`config.mk`:
```
export PLATFORM = sky130hd
export DESIGN_NAME = log_scale_muldiv
export DESIGN_NICKNAME = d
export VERILOG_FILES = /design/src/rtl/log_scale_muldiv.sv
export SDC_FILE = /design/constraint.sdc
export NUM_CORES = 2
export LEC_CHECK = 0
export CORE_MARGIN = 2
export CORE_UTILIZATION = 60
export DETAILED_ROUTE_END_ITERATION = 8
export PLACE_DENSITY = 0.76
export SETUP_SLACK_MARGIN = 0.15
export SLEW_MARGIN = 15
export SYNTH_ARGS = -nofsm -noshare
export SYNTH_HDL_FRONTEND = slang
export SYNTH_SLANG_ARGS = --single-unit
```
`constraint.sdc`:
```
create_clock -name clk -period 4.2 [get_ports clk]
set_input_delay 0.84 -clock clk [delete_from_list [all_inputs] [get_ports clk]]
set_output_delay 0.84 -clock clk [all_outputs]
set_load 0.005 [all_outputs]
```
`src/rtl/log_scale_muldiv.sv`:
```
// Log-domain float multiply/divide: log2 LUT -> add/sub -> exp2 LUT.
// Ports: clk, rst, LUT load (lut_wr_*), in/out valid-ready, a, b, mode, result.
module log_scale_muldiv #(
  parameter int FLOAT_LEN  = 16,
  parameter int EXP_LEN    = 5,
  parameter int MANT_LEN   = 10,
  parameter int LUT_ADDR_W = 7
) (
  input  logic                 clk,
  input  logic                 rst,
  input  logic                 lut_wr_en,
  input  logic [MANT_LEN-1:0]  log2_lut_data_in,
  input  logic [MANT_LEN-1:0]  exp2_lut_data_in,
  output logic                 lut_wr_done,
  input  logic                 in_valid,
  output logic                 in_ready,
  input  logic [FLOAT_LEN-1:0] a,
  input  logic [FLOAT_LEN-1:0] b,
  input  logic                 mode,
  output logic                 out_valid,
  input  logic                 out_ready,
  output logic [FLOAT_LEN-1:0] result
);
  localparam int LUT_SIZE = 1 << LUT_ADDR_W;
  localparam int EW = EXP_LEN + 2;
  typedef logic signed [EW-1:0] exp_t;
  typedef enum logic [1:0] {SP_NONE, SP_NAN, SP_INF, SP_ZERO} spec_t;

  localparam exp_t BIAS = exp_t'((1 << (EXP_LEN-1)) - 1);
  localparam exp_t EMAX = exp_t'((1 << EXP_LEN) - 1);
  localparam exp_t EMIN = exp_t'(1 - MANT_LEN);
  localparam exp_t ONE  = exp_t'(1);
  localparam logic [EXP_LEN-1:0] EXP_ONES = '1;
  localparam logic [MANT_LEN-1:0] NAN_M =
    {1'b1, {(MANT_LEN-1){1'b0}}};

  // LUT storage and loader
  logic [MANT_LEN-1:0] r_log2_lut [LUT_SIZE];
  logic [MANT_LEN-1:0] r_exp2_lut [LUT_SIZE];
  logic [LUT_ADDR_W-1:0] r_wr_ptr;
  logic r_wr_done;
  logic w_lut_we;

  assign w_lut_we = lut_wr_en & ~r_wr_done;

  always_ff @(posedge clk) begin
    if (w_lut_we) begin
      r_log2_lut[r_wr_ptr] <= log2_lut_data_in;
      r_exp2_lut[r_wr_ptr] <= exp2_lut_data_in;
    end
  end

  always_ff @(posedge clk) begin
    if (rst) begin
      r_wr_ptr  <= '0;
      r_wr_done <= 1'b0;
    end else if (w_lut_we) begin
      r_wr_ptr <= r_wr_ptr + 1'b1;
      if (&r_wr_ptr) r_wr_done <= 1'b1;
    end
  end

  // Handshake: each stage moves when its successor is free
  logic r_v1, r_v2, r_v3;
  logic w_free1, w_free2, w_free3, w_accept;

  assign w_free3  = ~r_v3 | out_ready;
  assign w_free2  = ~r_v2 | w_free3;
  assign w_free1  = ~r_v1 | w_free2;
  assign in_ready = r_wr_done & w_free1;
  assign w_accept = in_valid & in_ready;

  // Stage 1 inputs: classify, unbias, log2 lookup
  logic [EXP_LEN-1:0]  w_ae, w_be;
  logic [MANT_LEN-1:0] w_am, w_bm;
  logic w_a_nan, w_a_inf, w_a_zero;
  logic w_b_nan, w_b_inf, w_b_zero;
  spec_t w_spec;

  assign w_ae = a[FLOAT_LEN-2 -: EXP_LEN];
  assign w_be = b[FLOAT_LEN-2 -: EXP_LEN];
  assign w_am = a[MANT_LEN-1:0];
  assign w_bm = b[MANT_LEN-1:0];
  assign w_a_inf  = (w_ae == EXP_ONES) && (w_am == '0);
  assign w_a_nan  = (w_ae == EXP_ONES) && (w_am != '0);
  assign w_a_zero = (w_ae == '0);
  assign w_b_inf  = (w_be == EXP_ONES) && (w_bm == '0);
  assign w_b_nan  = (w_be == EXP_ONES) && (w_bm != '0);
  assign w_b_zero = (w_be == '0);

  // NaN outranks inf, inf outranks zero
  always_comb begin
    w_spec = SP_NONE;
    if (w_a_nan | w_b_nan) begin
      w_spec = SP_NAN;
    end else if (!mode) begin
      if ((w_a_inf & w_b_zero) | (w_a_zero & w_b_inf))
        w_spec = SP_NAN;
      else if (w_a_inf | w_b_inf)
        w_spec = SP_INF;
      else if (w_a_zero | w_b_zero)
        w_spec = SP_ZERO;
    end else begin
      if ((w_a_zero & w_b_zero) | (w_a_inf & w_b_inf))
        w_spec = SP_NAN;
      else if (w_a_inf | w_b_zero)
        w_spec = SP_INF;
      else if (w_a_zero | w_b_inf)
        w_spec = SP_ZERO;
    end
  end

  logic r1_sign, r1_mode;
  spec_t r1_spec;
  exp_t r1_ea, r1_eb;
  logic [MANT_LEN-1:0] r1_la, r1_lb;

  always_ff @(posedge clk) begin
    if (w_accept) begin
      r1_sign <= a[FLOAT_LEN-1] ^ b[FLOAT_LEN-1];
      r1_mode <= mode;
      r1_spec <= w_spec;
      r1_ea   <= $signed({2'b00, w_ae}) - BIAS;
      r1_eb   <= $signed({2'b00, w_be}) - BIAS;
      r1_la   <= r_log2_lut[w_am[MANT_LEN-1 -: LUT_ADDR_W]];
      r1_lb   <= r_log2_lut[w_bm[MANT_LEN-1 -: LUT_ADDR_W]];
    end
  end

  // Stage 2: add/sub in the log domain, carry/borrow into E
  logic [MANT_LEN:0] w_lsum, w_ldif;
  exp_t w_esum, w_edif, w_e;
  logic [MANT_LEN-1:0] w_l;

  assign w_lsum = {1'b0, r1_la} + {1'b0, r1_lb};
  assign w_ldif = {1'b0, r1_la} - {1'b0, r1_lb};
  assign w_esum = r1_ea + r1_eb;
  assign w_edif = r1_ea - r1_eb;

  always_comb begin
    w_l = w_lsum[MANT_LEN-1:0];
    w_e = w_lsum[MANT_LEN] ? w_esum + ONE : w_esum;
    if (r1_mode) begin
      w_l = w_ldif[MANT_LEN-1:0];
      w_e = w_ldif[MANT_LEN] ? w_edif - ONE : w_edif;
    end
  end

  logic r2_sign;
  spec_t r2_spec;
  exp_t r2_e;
  logic [LUT_ADDR_W-1:0] r2_idx;

  always_ff @(posedge clk) begin
    if (r_v1 & w_free2) begin
      r2_sign <= r1_sign;
      r2_spec <= r1_spec;
      r2_e    <= w_e;
      r2_idx  <= w_l[MANT_LEN-1 -: LUT_ADDR_W];
    end
  end

  // Stage 3: exp2 lookup, rebias, range select and pack
  logic [MANT_LEN-1:0] w_m;
  exp_t w_eb, w_sh;
  logic [MANT_LEN:0] w_sub;
  logic [FLOAT_LEN-1:0] w_packed;
  logic w_unused;

  assign w_m  = r_exp2_lut[r2_idx];
  assign w_eb = r2_e + BIAS;
  assign w_sh = ONE - w_eb;
  assign w_sub = {1'b1, w_m} >> w_sh;
  assign w_unused = ^w_l ^ w_sub[MANT_LEN];

  always_comb begin
    w_packed = {r2_sign, {(FLOAT_LEN-1){1'b0}}};
    unique case (r2_spec)
      SP_NAN:  w_packed = {r2_sign, EXP_ONES, NAN_M};
      SP_INF:  w_packed = {r2_sign, EXP_ONES, {MANT_LEN{1'b0}}};
      SP_ZERO: w_packed = {r2_sign, {(FLOAT_LEN-1){1'b0}}};
      SP_NONE: begin
        if (w_eb >= EMAX)
          w_packed = {r2_sign, EXP_ONES, {MANT_LEN{1'b0}}};
        else if (w_eb >= ONE)
          w_packed = {r2_sign, w_eb[EXP_LEN-1:0], w_m};
        else if (w_eb >= EMIN)
          w_packed = {r2_sign, {EXP_LEN{1'b0}},
                      w_sub[MANT_LEN-1:0]};
      end
    endcase
  end

  logic [FLOAT_LEN-1:0] r_result;

  always_ff @(posedge clk) begin
    if (rst) begin
      r_v1     <= 1'b0;
      r_v2     <= 1'b0;
      r_v3     <= 1'b0;
      r_result <= '0;
    end else begin
      if (w_free1) r_v1 <= w_accept;
      if (w_free2) r_v2 <= r_v1;
      if (w_free3) r_v3 <= r_v2;
      if (w_free3 & r_v2) r_result <= w_packed;
    end
  end

  assign lut_wr_done = r_wr_done;
  assign out_valid   = r_v3;
  assign result      = r_result;
endmodule

```
==> summary.txt <==
Cell taking the most area after synthesis: edfxtp_1
Total Routing Usage GR: 0.357
Cells after Synth: 5261
Slew Viols, Final: 0
P_leak: 41.5 nW
Initial antenna violation count: 17
Crit path launch type: flip-flop
DRT Pass-1 Iters: 8
Fill count: 11100
Seq/Total Area, Yosys: 0.697
WS Path Type: flip-flop to flip-flop
Vias per std cell: 7.45
Worst-path clk slew: 0.07 ns
DR vias: 63000
I/O pin count: 77
Clk_skew: 0.0645 ns
Std-Cell Rows: 159
Top cells by area, synth: edfxtp_1, mux4_2, mux2i_1
Least-Margin Pin Slew: 1.20 ns
H-tree Lvls: 5
Layout cells sized above 1: 0.371
Final Hold Fails: 0
Synth unique cells: 84
Slew headroom: 0.203
# setup viols final: 0
Top FF cell, synth: edfxtp_1
Outcome: finished clean
DR iter-0 viols: 10400
Ys async rst share: 0
RSZ-0062 raised after global routing: yes
VDD IR max: 0.401 mV
DR WL/cell: 40.3 um
MaxCap Viol Count: 0
Worst-Skew Late Latency: 0.95 ns
Slowest stage delay, CP: 0.51 ns
Critical Path AT: 4.84 ns
Worst endpoint required time: 5.01 ns
CTS tree: done
Area Overhead vs Synth: 14.5%
Hold path cells: 1
DRT Wirelength: 341000 um
Post-Place Cells: 7971
Crit end category: flip-flop
Vias in the first global route: 62400
Post-DP HPWL: 207000 um
Layout Cells excl Fill: 8456
Hold Crit Start: log2_lut_data_in[6]
Port Buffers: 76
Core box area: 188000 sq um
DRC Markers: 0
Pwr dens: 427 nW/um^2
Final GP Congestion: 1.00
CTS root buffer: clkbuf_16
GRT overflow: 0
Hold Crit Class: input port to flip-flop
Clock Tree Buf Depth: 4
R2r worst-path depth: 12
Antenna viol nets, final: 0
R2R Path End: result[6]
EDFF count, synth: 2613
CTS buffer count: 281
Initial Util: 0.604
Syn Nets: 5364
Hold EP: r_log2_lut[95][6]
Yosys reg bits: 2647
Die area: 193000 sq um
Synthesized cell area: 114000 sq um
Worst path most repeated cell: buf_4
Syn_area_per_cell: 21.6 sq um
Fmax achieved: 248 MHz
Post-synth top area share: 0.691
Flop2flop setup slack: 0.17 ns
Critical path fanouts, max: 22
CTS Sinks: 2647
Critical Path Slowest Stage Cell: a311oi_2
Cell breakdown of the critical path: buf_12, buf_4, mux2i_1, a21oi_1, nand3_1, a41oi_1, a311oi_2, buf_4, nand2_1, a22oi_1, o211ai_1, a32o_1
First-pass GRT wire length: 474000 um
Die extent in y: 439 um
Nets: 5868
Min Tclk post-route: 4.03 ns
Die Width: 439 um
Largest net degree at the start of global routing: 113
Setup tns final: 0 ns
Yosys warning count: 0
Final worst path period share: 0.960
==> synthesized netlist by cell type, types with 26 or more instances <==
cell and count:
edfxtp_1 2613, mux4_2 1110, nor2_1 198, clkbuf_1 178, mux2i_1 121, nand2_1 91
a22oi_1 86, buf_1 86, nand3_1 85, a21oi_1 53, buf_2 50, ha_1 43
inv_1 43, dfxtp_1 34, mux2_2 33, nor2b_1 26
==> per-stage QoR <==
stage | worst slack (ns) | area [sq um] | util | hold slack (ns) | power (mW)
6_report | 0.167 | 130000 | 0.692 | 0.141 | 55.5
5_1_grt | 0.126 | 130000 | 0.691 | 0.134 | 56.7
4_1_cts | 0.155 | 130000 | 0.691 | 0.112 | 55.5
3_5_place_dp | -0.215 | 121000 | 0.645 | 0.405 | 32.3
3_3_place_gp | -0.313 | 121000 | 0.645 | 0.412 | 32.3
2_1_floorplan | 0.359 | 114000 | - | 0.400 | 31.0
==> cell usage in the layout, fill, tap and decap left out, types with 70 or more instances in the layout <==
master / n
edfxtp_1: 2613
buf_4: 401
nand3_1: 85
clkbuf_16: 291
mux2i_1: 120
nor2_2: 127
mux4_2: 1110
nor2_1: 70
a22oi_1: 86
nand2_1: 91
buf_12: 102
==> metal layers <==
metal,global-route usage,part of all wire,vias up
li1,-,-,23800
met1,0.461,0.33,32900
met2,0.547,0.47,5200
met3,0.0968,0.13,1074
met4,0.223,0.075,16
met5,0,0.00033,-
==> critical path: cells and delay by family, from the launching register on <==
kind	cells	cell delay (ns)
compound gates	6	1.67
buf+inv	3	0.87
flops	1	0.49
mux	1	0.47
simple gates	2	0.37
==> sequential cells by signal, summed over array words and instances (netlist names), 2 cells and up, named ones only <==
register and cells:
r_wr_ptr 7, r1_la 10, r_exp2_lut 1280, r1_spec 2, r1_eb 6, r2_e 7, r2_idx 7, result 16
r_log2_lut 1280, r1_ea 6, r1_lb 10, r2_spec 2
==> where the power goes <==
part,internal [mW],switching [mW]
sequential,29.1,0.0218
clock,13.7,10.0
combinational,1.12,1.61
total,43.8,11.7
==> logic make-up (layout without fill, tap and decap cells) <==
| kind of cell | after synthesis | after routing | share of synthesized area |
|---|---|---|---|
| DFF | 2647 | 2647 | 0.697 |
| buffers and inverters | 393 | 1084 | 0.0151 |
| other | 0 | 9 | 0 |
| and+or+nand+nor | 547 | 547 | 0.0233 |
| AOI/OAI and AO/OA | 325 | 325 | 0.0212 |
| muxes | 1274 | 1274 | 0.236 |
| xor gates and xnor gates | 30 | 30 | 0.00231 |
| adders and majority gates | 45 | 45 | 0.00509 |
==> area by class of cell <==
type | count | area (sq um) | area share
timing repair buffer | 568 | 5830 | 0.0449
multi-input combinational | 2221 | 33200 | 0.255
antenna | 9 | 22.5 | 0.000173
sequential | 2647 | 79200 | 0.609
inverter | 46 | 173 | 0.00133
tap | 2495 | 3120 | 0.0240
clock buffer | 343 | 7440 | 0.0573
clock inverter | 127 | 1090 | 0.00839
==> how the worst max path moves through the flow <==
| stage | from | endpoint | slack, ns | depth (start not counted) |
|---|---|---|---|---|
| after detailed placement | flip-flop | result[1] | -0.22 | 12 |
| after CTS | flip-flop | result[6] | 0.16 | 11 |
| final | flip-flop | result[6] | 0.17 | 12 |
| after floorplan | b[3] | r1_lb[9] | 0.36 | 7 |
| after global routing | flip-flop | result[6] | 0.13 | 12 |
| after global placement | flip-flop | result[1] | -0.31 | 12 |
==> timing repair <==
item,CTS,global route
gates cloned,0,2
hold buffers,0,0
endpoints found under the setup margin,7,5
setup buffers,0,3
pin swaps,2,1
gates resized for setup,6,13
hold endpoints to repair,0,0
No activity file was read; power rests on OpenSTA's default activity.
